<file path="src/rtl/pkt_hdr_serializer.sv">
// Header serializer: pops one header from the switch output FIFO into a
// shadow buffer and streams it to the egress MAC as fixed-width beats on a
// valid/ready interface. Only one header is in flight at a time. The block
// also counts the headers that have been fully sent.
module pkt_hdr_serializer #(
  parameter int HDR_LEN    = 64,
  parameter int BEAT_BYTES = 8
) (
  input  logic                          clk,
  input  logic                          rst,            // async, active-low
  input  logic                          sw_out_empty_i,
  output logic                          sw_rd_o,
  input  logic [HDR_LEN-1:0][7:0]       sw_pkt_hdr_i,   // byte [0] goes first on the wire
  output logic                          m_valid_o,
  input  logic                          m_ready_i,
  output logic [BEAT_BYTES*8-1:0]       m_data_o,
  output logic                          m_last_o,
  output logic                          busy_o,
  output logic [31:0]                   pkt_cnt_o
);

  localparam int NBEATS = HDR_LEN / BEAT_BYTES;
  localparam int BW     = (NBEATS > 1) ? $clog2(NBEATS) : 1;

  typedef enum logic [1:0] {
    S_IDLE = 2'd0,
    S_READ = 2'd1,
    S_WAIT = 2'd2,
    S_SEND = 2'd3
  } state_t;

  state_t                        r_state;
  state_t                        w_state_next;
  logic [BW-1:0]                 r_beat;
  logic [HDR_LEN-1:0][7:0]       r_buf;
  logic [31:0]                   r_pkt_cnt;

  // The buffer seen as NBEATS groups of BEAT_BYTES bytes. Byte i of the
  // header sits at beat i/BEAT_BYTES, slot i%BEAT_BYTES.
  logic [NBEATS-1:0][BEAT_BYTES-1:0][7:0] w_beats;
  logic [BEAT_BYTES-1:0][7:0]             w_cur;
  logic [BEAT_BYTES*8-1:0]                w_data;
  logic                                   w_last;
  logic                                   w_accept;

  assign w_beats  = r_buf;
  assign w_cur    = w_beats[r_beat];
  assign w_last   = (r_beat == BW'(NBEATS - 1));
  assign w_accept = (r_state == S_SEND) && m_ready_i;

  // The lowest-index byte of the beat goes to the most significant lane.
  generate
    for (genvar gi = 0; gi < BEAT_BYTES; gi++) begin : g_lane
      assign w_data[BEAT_BYTES*8-1-8*gi -: 8] = w_cur[gi];
    end
  endgenerate

  // State register.
  always_ff @(posedge clk or negedge rst) begin
    if (!rst) r_state <= S_IDLE;
    else      r_state <= w_state_next;
  end

  // Next-state logic and outputs decoded from the state. Data and last are
  // forced to zero outside SEND.
  always_comb begin
    w_state_next = r_state;
    sw_rd_o      = 1'b0;
    m_valid_o    = 1'b0;
    m_data_o     = '0;
    m_last_o     = 1'b0;
    busy_o       = (r_state != S_IDLE);
    case (r_state)
      S_IDLE: begin
        if (!sw_out_empty_i) w_state_next = S_READ;
      end
      S_READ: begin
        sw_rd_o      = 1'b1;
        w_state_next = S_WAIT;
      end
      S_WAIT: begin
        w_state_next = S_SEND;
      end
      S_SEND: begin
        m_valid_o = 1'b1;
        m_data_o  = w_data;
        m_last_o  = w_last;
        if (m_ready_i && w_last) w_state_next = S_IDLE;
      end
      default: w_state_next = S_IDLE;
    endcase
  end

  // Capture the FIFO head one cycle after the pop, then step through the beats.
  always_ff @(posedge clk or negedge rst) begin
    if (!rst) begin
      r_buf  <= '0;
      r_beat <= '0;
    end else if (r_state == S_WAIT) begin
      r_buf  <= sw_pkt_hdr_i;
      r_beat <= '0;
    end else if (w_accept) begin
      r_beat <= w_last ? '0 : r_beat + BW'(1);
    end
  end

  // Count headers whose final beat was accepted. The counter wraps silently.
  always_ff @(posedge clk or negedge rst) begin
    if (!rst)                  r_pkt_cnt <= '0;
    else if (w_accept && w_last) r_pkt_cnt <= r_pkt_cnt + 32'd1;
  end

  assign pkt_cnt_o = r_pkt_cnt;

endmodule

</file>
<file path="config.mk">
export PLATFORM = sky130hd
export DESIGN_NAME = pkt_hdr_serializer
export DESIGN_NICKNAME = d
export VERILOG_FILES = /design/src/rtl/pkt_hdr_serializer.sv
export SDC_FILE = /design/constraint.sdc
export NUM_CORES = 1
export LEC_CHECK = 0
export CORE_UTILIZATION = 40
export CTS_CLUSTER_SIZE = 12
export DETAILED_ROUTE_END_ITERATION = 6
export PLACE_DENSITY = 0.78
export SLEW_MARGIN = 20
export SYNTH_ARGS = -nofsm -noshare
export SYNTH_HDL_FRONTEND = slang
export SYNTH_SLANG_ARGS = --single-unit
</file>
<file path="constraint.sdc">
create_clock -name clk -period 2.85 [get_ports clk]
set_input_delay 0.285 -clock clk [delete_from_list [all_inputs] [get_ports clk]]
set_output_delay 0.285 -clock clk [all_outputs]
set_load 0.02 [all_outputs]
</file>
Word level (Yosys, flattened, before mapping)
Cells that the tools add are included.

storage, ports and cells
  register bits = 549
  bits in latches = 0
  bits in writable memories = 0
  memory bits (read-only) = 0
  bits of input ports = 516
  output and inout bits = 100
  memories = 0

operators by class
  $add $sub $neg = 2
  $mul = 0
  divide/modulo/power cells = 0
  magnitude comparators = 1
  equality and inequality tests = 6
  shift operators = 0
  multiplexer cells = 12
  bitwise operators = 0
  reductions and logical operators = 7

operators with widths
  kind                                                         number
  binary-select mux 64 bit (select 3 bit)                      1
  two-way mux 64 bit                                           2
  adder 32 x 1 -> 32 bit (second input constant)               1
  two-way mux 3 bit                                            3
  one-hot mux 2 bit (4 select lines)                           1
  == test 2 bit (second input constant)                        2
  less-than comparator 3 x 4 -> 1 bit (second input constant)  1
  two-way mux 2 bit                                            2
  nonzero test 2 bit                                           2
  adder 3 x 1 -> 3 bit (second input constant)                 1
  == test 3 bit (second input constant)                        1
  logical AND 1 bit                                            3
  two-way mux 1 bit                                            3
  == test 2 x 1 -> 1 bit (second input constant)               1
  zero test 2 bit                                              1
  inequality test 2 x 1 -> 1 bit (second input constant)       1
  inequality test 2 bit (second input constant)                1
  AND reduction 2 bit                                          1

Depth between registers and ports, before layout
  depth in word-level cells = 4
  mapped depth = 7

Worst setup path after synthesis
No wires, ideal clock.

  path kind = reg2out
  from = reg r_beat[0]
  to = out m_data_o[55]
  arrival = 1.673 ns
  data required time = 2.565 ns
  path slack = 0.892 ns
  cell stages (with the launch flop) = 7
  cell sequence = dfrtp_1 > clkbuf_1 > buf_2 > buf_2 > mux4_2 > mux2i_1 > nor2b_1

on the way
  longest elaborated chain between the ends = 3

ends and longest elaborated chain
  what                                      line  text
  start: declaration                        34    logic [BW-1:0] r_beat;
  start signal: assignment                  103   r_beat <= w_last ? '0 : r_beat + BW'(1);
  binary-select mux 64 bit (select 3 bit)   47    assign w_cur = w_beats[r_beat];
  two-way mux 64 bit (not written as such)  47
  two-way mux 64 bit                        73    case (r_state)
  end: declaration                          16    output logic [BEAT_BYTES*8-1:0] m_data_o,

Every way passes these cells. The select of a mux whose other input is x is not followed.

Worst setup path after layout
  from = reg r_beat[0]
  to = out m_data_o[42]

Same word-level chain as after synthesis.

==> impl_table.tex <==
\begin{tabular}{lr}
\hline
Metric & Value \\
\hline
\multicolumn{2}{l}{\textbf{STA}} \\
\quad Pins over their slew limit & 0 \\
\quad Worst hold margin & $\sim$0.28 ns \\
\quad Setup tns final & 0 ns \\
\quad Number of endpoints failing setup at the final stage & 0 \\
\quad Worst slew slack as a fraction of its limit & 0.410 \\
\quad Hold Fails Final Rpt & 0 \\
\quad RSZ-0062 raised after global routing & yes \\
\quad Share of the clock period used by the worst path & 0.988 \\
\quad Final setup slack of the worst path & between 0.03 and 0.04 ns \\
\quad Setup skew after layout & 0.0137 ns \\
\quad Final critical-path required period & between 2 and 3 ns \\
\quad Worst-Margin Slew & roughly 0.9 ns \\
\quad Highest clock rate & between 0.3 and 0.4 GHz \\
\multicolumn{2}{l}{\textbf{Die}} \\
\quad Die Span Y & 250 um \\
\quad Num ports & $\sim$620 \\
\quad Core Region & just over 0.06 sq mm \\
\quad FP Rows & 90 \\
\quad Overall die area & between 0.06 and 0.07 sq mm \\
\quad Die span in x & 250 um \\
\quad Starting Density & 0.407 \\
\multicolumn{2}{l}{\textbf{Global routing}} \\
\quad Antenna violations before repair & 22 \\
\quad Wire length of the first global-routing pass & approximately 110000 um \\
\quad Overall Global Routing Usage & 0.222 \\
\quad Number of global-route vias before repair & roughly 18000 \\
\quad Gr ovfl total & 0 \\
\quad Pin count of the biggest net entering global routing & 97 \\
\multicolumn{2}{l}{\textbf{Yosys}} \\
\quad Synthesized netlist cell count & about 1500 \\
\quad Leading cell type by number of instances after synthesis & dfrtp\_1 \\
\quad Mean Syn Cell Area & between 15 and 20 sq um \\
\quad Synthesized cell area & 0.0247 sq mm \\
\quad Most frequently used flop master after synthesis & dfrtp\_1 \\
\quad Dominant cells by area after synthesis & dfrtp\_1 (56\%), mux2\_2 (23\%), mux4\_2 (12\%) \\
\quad Number of unique standard cell types used by synthesis & 31 \\
\quad Number of synthesized flops with an enable pin & 0 \\
\quad Syn nets & 2050 \\
\quad Synth Register Bits & between 500 and 600 \\
\quad Synthesis warning total & 0 \\
\quad Yosys top cell area share & 0.556 \\
\quad Commonest cells in the netlist & dfrtp\_1 (549), mux2\_2 (514), mux4\_2 (128) \\
\quad Sequential share of the synthesized area & 0.556 \\
\quad Area leader, netlist & dfrtp\_1 \\
\quad Fraction of registers with async set or reset after synthesis & 1.00 \\
\multicolumn{2}{l}{\textbf{Placement}} \\
\quad Dpl ws & roughly 0.24 ns \\
\quad Cell area after placement & around 0.032 sq mm \\
\quad Count of buffers inserted at the top-level ports & 615 \\
\quad Final RePlAce weighted congestion & between 0.8 and 0.9 \\
\quad Final HPWL DP & about 51000 um \\
\multicolumn{2}{l}{\textbf{Drt}} \\
\quad Post-DR vias/cell & $\sim$5.3 \\
\quad Sum of routed wire length over all layers & roughly 70000 um \\
\quad DRC violation total after the first TritonRoute iteration & roughly 750 \\
\quad Post-route DRC & 0 \\
\quad Number of nets with antenna violations after detailed routing & 0 \\
\quad Number of iterations in the first detailed-routing pass & 4 \\
\quad Total vias in the final route & $\sim$16000 \\
\quad Routed length per placed instance & between 20 and 25 um \\
\multicolumn{2}{l}{\textbf{Power}} \\
\quad Power Dens Cells & around 1100 mW/mm\^{}2 \\
\quad Net load switching power & roughly 11000 uW \\
\quad Switching fraction of total power & 0.308 \\
\quad Proportion of power drawn by flip-flops and latches & 0.377 \\
\quad Largest voltage drop on the vdd net & 0.000668 V \\
\quad Clk pwr share & 0.205 \\
\quad Standby leakage power & between 0.01 and 0.015 uW \\
\quad Combinational share of power & 0.418 \\
\quad Internal power consumption & about 25000 uW \\
\multicolumn{2}{l}{\textbf{Min path}} \\
\quad Hold crit path type & input pin to flop \\
\multicolumn{2}{l}{\textbf{Setup path}} \\
\quad Category of the most critical setup path & flop to output pin \\
\quad Critical-path top delay cell & mux4\_2 \\
\quad Launching element type of the critical path & flop \\
\quad CP Cell Sequence & buf\_12 > buf\_12 > mux4\_2 > mux2i\_1 > nor2b\_1 > dlygate4sd2\_1 \\
\quad Largest delay share family, worst path & buffers and inverters \\
\quad Kind of end point of the critical path & output pin \\
\quad FF-to-FF setup slack & approximately 0.39 ns \\
\quad Most used cell along the critical path & buf\_12 \\
\quad Worst-path fanout max & 13 \\
\quad Arrival time reported for the critical path endpoint & between 2 and 3 ns \\
\quad Largest stage delay on the critical path & 0.51 ns \\
\quad Combined buffer and inverter count along the critical path & 3 \\
\quad Required @ worst endpoint & 2.57 ns \\
\multicolumn{2}{l}{\textbf{Finish}} \\
\quad Fraction of final layout cells with drive strength greater than 1 & 0.384 \\
\quad Cell area after layout & 0.0343 sq mm \\
\quad Final cell utilization of the core & 0.566 \\
\quad Area used by multi-input combinational logic & around 0.011 sq mm \\
\quad Storage cell area & around 0.014 sq mm \\
\quad Final Net Count & roughly 2700 \\
\quad Synth-to-layout area growth & 39.1\% \\
\quad Count of fill cells added during filler insertion & around 4700 \\
\multicolumn{2}{l}{\textbf{Clock tree}} \\
\quad Number of buffers between clock root and the deepest sink & 3 \\
\quad Depth of the CTS H-tree & 2 \\
\quad Number of clock sinks seen by CTS & between 500 and 600 \\
\quad Clock buffers created by TritonCTS & 59 \\
\quad TritonCTS clock tree & done \\
\quad Buffer cell driving the clock tree root & clkbuf\_16 \\
\quad Clock transition at the registers of the reported paths & 0.06 ns \\
\quad Worst skew pair latency & 0.61 ns \\
\multicolumn{2}{l}{\textbf{Run}} \\
\quad Number of maximum-capacitance constraint violations & 0 \\
\multicolumn{2}{l}{\textbf{Status}} \\
\quad Run status & complete, no violations \\
\hline
\end{tabular}
[path summary, 6_finish.rpt]
check	to	cells after the start	start
min reg2reg	r_buf[232]$_DFFE_PN0P_	1	r_buf[232]$_DFFE_PN0P_
max	m_data_o[42]	6	r_beat[0]$_DFFE_PN0P_
max in group asynchronous	pkt_cnt_o[9]$_DFFE_PN0P_	4	rst
min	r_buf[477]$_DFFE_PN0P_	2	sw_pkt_hdr_i[477]
max reg2reg	pkt_cnt_o[31]$_DFFE_PN0P_	6	r_beat[2]$_DFFE_PN0P_
min in group asynchronous	r_buf[490]$_DFFE_PN0P_	2	rst
[flip-flops by register name, indices dropped and copies added (netlist names)]
signal / cells
r_buf: 512
r_state: 2
r_beat: 3
pkt_cnt_o: 32
[layout make-up]
cell class / count / share of cell area
Clock inverter: 20 / 0.00670
Tap cell: 782 / 0.0285
Inverter: 4 / 0.000437
Multi-Input combinational cell: 873 / 0.307
Timing Repair Buffer: 699 / 0.209
Antenna cell: 15 / 0.00109
Clock buffer: 80 / 0.0473
Sequential cell: 549 / 0.400
[metal layers]
layer	vias up	global-route usage	part of all wire
met4	16	0.0908	0.035
li1	6967	-	-
met2	529	0.371	0.50
met3	150	0.0631	0.072
met5	-	0	0.0016
met1	8285	0.270	0.39
[metrics by stage]
stage	total power, uW	cells
5_1_grt	38500	3018
3_3_place_gp	28500	2885
3_5_place_dp	29200	2885
6_report	36500	3022
2_1_floorplan	24200	1526
4_1_cts	36800	2999
[repair_timing]
action,4_1_cts,5_1_grt
cloned,2,2
hold endpoints to repair,77,0
hold buffers,1,0
gates resized for setup,132,26
pin swaps,0,0
buffers inserted,11,7
endpoints found under the setup margin,65,48
[cell families (layout without fill, tap and decap cells)]
group,count (synthesis),after routing,share of synthesized area
AOI/OAI and AO/OA,5,5,0.00117
adders and majority gates,8,8,0.00405
xor gates and xnor gates,31,31,0.0110
other,0,15,0
DFF,549,549,0.556
and+or+nand+nor,123,123,0.0312
buffers and inverters,104,803,0.0191
muxes,706,706,0.377
[worst reg2reg max path, stage by stage, from the launching register on]
cell,delay (ns)
dfrtp_4,0.74
ha_1,0.35
and3_2,0.26
nand3_1,0.20
nor4_4,0.42
nand4_1,0.20
xnor2_1,0.17
[layout by cell type, fill, tap and decap left out, types with 8 or more instances in the layout]
master | synthesis | layout
xnor2_1 | 24 | 24
diode_2 | 0 | 15
nand3_1 | 11 | 11
buf_4 | 9 | 41
buf_12 | 0 | 30
mux2i_1 | 64 | 60
nand2_1 | 14 | 14
clkdlybuf4s50_1 | 0 | 549
nand4_1 | 10 | 10
buf_2 | 37 | 16
clkdlybuf4s15_1 | 0 | 8
dfrtp_1 | 549 | 546
mux4_2 | 128 | 128
clkbuf_1 | 37 | 14
clkbuf_16 | 0 | 61
nor2b_1 | 64 | 64
dlygate4sd2_1 | 0 | 32
mux2_2 | 514 | 514
[power groups by stage]
stage,sequential (uW),combinational [uW],clock [uW]
CTS,13800,15300,7700
global placement,13700,14900,0
floorplan,12900,11200,0
global route,14200,16300,8000
finish,13800,15300,7490
detailed placement,13900,15300,0
Note: power is estimated with default switching activity, not from simulation.
